==> src/rtl/wbq_pkg.sv <==
// rtl/wbq_pkg.sv - shared widths and entry type for the writeback queue
package wbq_pkg;

    localparam int REG_ADDR_W = 5;
    localparam int DATA_W     = 32;

    typedef struct packed {
        logic [REG_ADDR_W-1:0] rd;
        logic [DATA_W-1:0]     data;
    } wbq_entry_t;

endpackage

==> src/rtl/wbq_fwd_match.sv <==
// rtl/wbq_fwd_match.sv - youngest-match search over pending writeback entries
module wbq_fwd_match
    import wbq_pkg::*;
#(
    parameter int DEPTH = 4,
    localparam int PTR_W = $clog2(DEPTH),
    localparam int CNT_W = $clog2(DEPTH + 1)
) (
    input  wbq_entry_t            entries [DEPTH],
    input  logic [PTR_W-1:0]      head,
    input  logic [CNT_W-1:0]      count,
    input  logic [REG_ADDR_W-1:0] rs,
    output logic                  hit,
    output logic [DATA_W-1:0]     data
);

    logic [PTR_W-1:0] slot;

    // Walk pending entries oldest to youngest so the last match seen is the youngest
    always_comb begin
        hit  = 1'b0;
        data = '0;
        slot = '0;
        for (int i = 0; i < DEPTH; i++) begin
            slot = head + PTR_W'(i);
            if ((CNT_W'(i) < count) && (entries[slot].rd == rs)) begin
                hit  = 1'b1;
                data = entries[slot].data;
            end
        end
    end

endmodule

==> src/rtl/wb_queue.sv <==
// rtl/wb_queue.sv - in-order writeback queue with optional forwarding (WB_QUEUE_FWD_EN)
module wb_queue
    import wbq_pkg::*;
#(
    parameter int DEPTH = 4,
    localparam int PTR_W = $clog2(DEPTH),
    localparam int CNT_W = $clog2(DEPTH + 1)
) (
    input  logic                  clk,
    input  logic                  reset,
    input  logic                  in_valid,
    input  logic [REG_ADDR_W-1:0] in_rd,
    input  logic [DATA_W-1:0]     in_data,
    output logic                  in_ready,
    input  logic                  drain_en,
    output logic                  write,
    output logic [REG_ADDR_W-1:0] rd,
    output logic [DATA_W-1:0]     Dc,
    input  logic [REG_ADDR_W-1:0] rs1,
    input  logic [REG_ADDR_W-1:0] rs2,
    output logic                  fwd_a_hit,
    output logic                  fwd_b_hit,
    output logic [DATA_W-1:0]     fwd_a_data,
    output logic [DATA_W-1:0]     fwd_b_data,
    output logic [CNT_W-1:0]      count
);

    localparam logic [CNT_W-1:0] DEPTH_C = CNT_W'(DEPTH);

    wbq_entry_t       mem_q [DEPTH];
    wbq_entry_t       mem_d [DEPTH];
    logic [PTR_W-1:0] head_q, head_d;
    logic [PTR_W-1:0] tail_q, tail_d;
    logic [CNT_W-1:0] count_q, count_d;
    logic             push, pop;

    // Head presentation and handshake; the register file accepts every write
    always_comb begin
        in_ready = (count_q < DEPTH_C);
        write    = (count_q != '0) && drain_en;
        rd       = '0;
        Dc       = '0;
        if (count_q != '0) begin
            rd = mem_q[head_q].rd;
            Dc = mem_q[head_q].data;
        end
        push = in_valid && in_ready;
        pop  = write;
    end

    // Next-state for storage, pointers and occupancy
    always_comb begin
        mem_d  = mem_q;
        head_d = head_q;
        tail_d = tail_q;
        count_d = count_q;
        if (push) begin
            mem_d[tail_q] = '{rd: in_rd, data: in_data};
            tail_d        = tail_q + 1'b1;
        end
        if (pop) begin
            head_d = head_q + 1'b1;
        end
        case ({push, pop})
            2'b10:   count_d = count_q + 1'b1;
            2'b01:   count_d = count_q - 1'b1;
            default: count_d = count_q;
        endcase
    end

    // Pointer and count registers; reset discards pending entries
    always_ff @(posedge clk) begin
        if (reset) begin
            head_q  <= '0;
            tail_q  <= '0;
            count_q <= '0;
        end else begin
            head_q  <= head_d;
            tail_q  <= tail_d;
            count_q <= count_d;
        end
    end

    // Entry storage is not reset; validity comes from head and count
    always_ff @(posedge clk) begin
        mem_q <= mem_d;
    end

    assign count = count_q;

`ifdef WB_QUEUE_FWD_EN
    wbq_fwd_match #(.DEPTH(DEPTH)) u_fwd_a (
        .entries (mem_q),
        .head    (head_q),
        .count   (count_q),
        .rs      (rs1),
        .hit     (fwd_a_hit),
        .data    (fwd_a_data)
    );

    wbq_fwd_match #(.DEPTH(DEPTH)) u_fwd_b (
        .entries (mem_q),
        .head    (head_q),
        .count   (count_q),
        .rs      (rs2),
        .hit     (fwd_b_hit),
        .data    (fwd_b_data)
    );
`else
    logic unused_rs;
    assign unused_rs  = ^{rs1, rs2};
    assign fwd_a_hit  = 1'b0;
    assign fwd_b_hit  = 1'b0;
    assign fwd_a_data = '0;
    assign fwd_b_data = '0;
`endif

endmodule

==> config.mk <==
export PLATFORM = sky130hd
export DESIGN_NAME = wb_queue
export DESIGN_NICKNAME = d
export VERILOG_FILES = /design/src/rtl/wbq_pkg.sv /design/src/rtl/wbq_fwd_match.sv /design/src/rtl/wb_queue.sv
export SDC_FILE = /design/constraint.sdc
export NUM_CORES = 1
export LEC_CHECK = 0
export ABC_AREA = 1
export CELL_PAD_IN_SITES_DETAIL_PLACEMENT = 1
export CELL_PAD_IN_SITES_GLOBAL_PLACEMENT = 2
export CORE_MARGIN = 1.5
export CORE_UTILIZATION = 29
export CTS_CLUSTER_DIAMETER = 150
export DETAILED_ROUTE_END_ITERATION = 8
export GPL_ROUTABILITY_DRIVEN = 0
export GPL_TIMING_DRIVEN = 0
export MAX_ROUTING_LAYER = met4
export PLACE_DENSITY_LB_ADDON = 0.08
export SLEW_MARGIN = 10
export SYNTH_ARGS = -nofsm -noshare
export SYNTH_HDL_FRONTEND = slang
export SYNTH_SLANG_ARGS = --single-unit
==> constraint.sdc <==
create_clock -name clk -period 3.12 [get_ports clk]
set_input_delay 0.936 -clock clk [delete_from_list [all_inputs] [get_ports clk]]
set_output_delay 0.936 -clock clk [all_outputs]
set_load 0.03 [all_outputs]
==> out/metrics.yaml <==
outcome: "finished clean"
maxCapViolCount: 0
postSynthAreaPerCell_sq_um: 11.8
drive_above_1_share_pct: 19.9
p_leak_nw: 3.46
drtIter0Drc: 189
tns_ns: 0
chipWidth_um: 155
dr_wl_met3_um: 640
ant_nets: 0
synthCells: 565
design_area_sq_um: 8820
wire_per_inst_um: 16.7
clkLatencyLatePin_ns: 0.42
top_layer: "met4"
ctsHoldBuffers: 0
p_per_area_nw_per_um2: 882
start_kind: "primary input"
seq_area_frac_synth_pct: 68.9
cts_buffer_depth: 2
criticalPathCategory: "primary input to output port"
vias: 4442
h-tree-depth: 4
grt_overflow: 0
crit_chain: "clkdlybuf4s50_1 -> nand2_1 -> inv_1 -> dlygate4sd2_1"
ir_worst_vdd_uv: 366
die_h_um: 155
tightest_slew_ns: 0.716
utilization_pct: 39.1
period_needed_ns: 3.03
cp_top_family: "buffers and inverters"
rows: 55
grt_pass1_wl_um: 26500
syn_area_sq_um: 6660
setup_violations: 0
grt_setup_unrepaired: "no"
cts_sinks: 155
synthTopCellsByArea: "edfxtp_1 67%, nor2_1 8.9%, buf_4 7.6%"
slew_headroom_pct: 52.1
drc_errors: 0
hpwl_um: 11500
hold_violations: 0
min_path_type: "flip-flop to flip-flop"
clk_pin_slew_ns: 0.06
finalCritPeriodShare_pct: 97.0
synthDistinctLibCells: 18
worst_path_max_delay_cell: "clkdlybuf4s50_1"
coreArea_sq_um: 22600
place_area_sq_um: 8250
cts_buffers: 17
die_area_sq_um: 23900
cp_max_fo: 3
place_inst: 1003
whs_ns: 0.531
finalNonFillerCells: 1036
tritoncts: "done"
cp-end-kind: "output port"
viasPerCell: 4.29
numPortBuffers: 82
synth_top_cell_area_share_pct: 66.8
critical_path_required_ns: 2.18
met2_length_um: 9310
dr.pass1.iters: 4
synth-seq-cells: 155
grt_pass1_vias: 4682
root_buffer: "clkbuf_16"
final_net_count: 794
fmax_ghz: 0.330
slowest_delay_ns: 0.52
path_buf_inv: 3
wl_met1_um: 7190
yosysTopAreaCell: "edfxtp_1"
grt_max_degree: 24
slew_violations: 0
ios: 159
cp.arrival_ns: 2.09
antenna_found_initial: 1
finClkSkew_ns: 0.00900
gr-usage-all-layers_pct: 15.6
synth_warnings: 0
start_util_pct: 29.5
nFillCells: 2436
drt_wl_total_um: 17300
area_delta_synth_final_pct: 32.5
worst paths after layout:
check | startpoint | to | slack, ns | cells past startpoint
worst max-delay path | drain_en | write | 0.09 | 4
worst min-delay path | tail_q[1] | tail_q[1] | 0.53 | 2
worst max register to register | count[2] | count[2] | 1.10 | 11
worst min register to register | tail_q[1] | tail_q[1] | 0.53 | 2
report_power, final:
group	switching (mW)	internal, mW	total (mW)
clock	0.831	1.43	2.26
sequential	0.0623	2.54	2.60
combinational	2.04	0.874	2.92
total	2.94	4.84	7.77
cell usage after synthesis (all sizes together):
master and instances:
a21oi 42, buf 89, clkbuf 5, conb 1
dfxtp 7, edfxtp 148, fa 1, ha 5
inv 17, nand2 12, nand3 3, nor2 157
o21ai 78
tightest hold or removal path, stage by stage (launching register included):
cell	delay, ns
dfxtp_1	0.33
inv_1	0.09
a21oi_1	0.06
logic make-up (layout without fill, tap and decap cells):
group           count (synthesis)  count (layout)  share of synthesized area [%]
other cells                     1              67                         0.0563
simple gates                  172             172                           9.76
fa+ha+maj                       6               6                           1.24
compound gates                120             120                           9.02
buf+inv                       111             231                           11.1
flops                         155             155                           68.9
cell usage in the layout, fill, tap and decap left out, types with 7 or more instances in the layout:
cell type	Yosys	layout
nor2_1	157	153
buf_6	7	7
clkdlybuf4s15_1	0	7
buf_2	12	15
dfxtp_1	7	7
buf_4	67	67
clkdlybuf4s50_1	0	44
a21oi_1	42	42
o21ai_0	45	45
conb_1	1	66
o21ai_1	33	33
nand2_1	12	12
clkbuf_16	0	17
inv_1	14	14
clkbuf_2	0	17
dlygate4sd2_1	0	17
edfxtp_1	148	148
per-stage QoR:
step           power [mW]  worst slack (ns)
6_report             7.77            0.0925
2_1_floorplan        4.49           0.00511
5_1_grt              8.19          0.000286
3_3_place_gp         5.75             -2.15
4_1_cts              7.91           0.00449
3_5_place_dp         5.85            -0.175
final cells by class:
type / instances / area, sq um / share of cell area [%]
inverters: 17 / 63.8 / 0.724
plain buffers: 94 / 683 / 7.75
flip-flops and latches: 155 / 4580 / 52.0
diodes: 1 / 2.50 / 0.0284
multi-input cells: 364 / 1610 / 18.3
repair buffers: 88 / 872 / 9.89
clock buffers: 19 / 433 / 4.91
well taps: 285 / 357 / 4.04
clock inverters: 13 / 214 / 2.43
sequential cells by signal, summed over array words and instances, names as in the netlist:
name	cells
count	3
head_q	2
mem_q	148
tail_q	2
routing by layer:
layer  global-route usage, %  up-vias
met5                       -        -
met2                    27.8       93
met3                    3.70       11
met1                    17.4     2175
met4                    4.21        0
li1                        -     2163
repair_timing:
item | CTS | global route
cloned | 0 | 0
endpoints found under the setup margin | 38 | 21
buffers inserted | 0 | 0
hold endpoints to repair | 0 | 0
gates resized for setup | 47 | 36
Note: power is estimated with default switching activity, not from simulation.
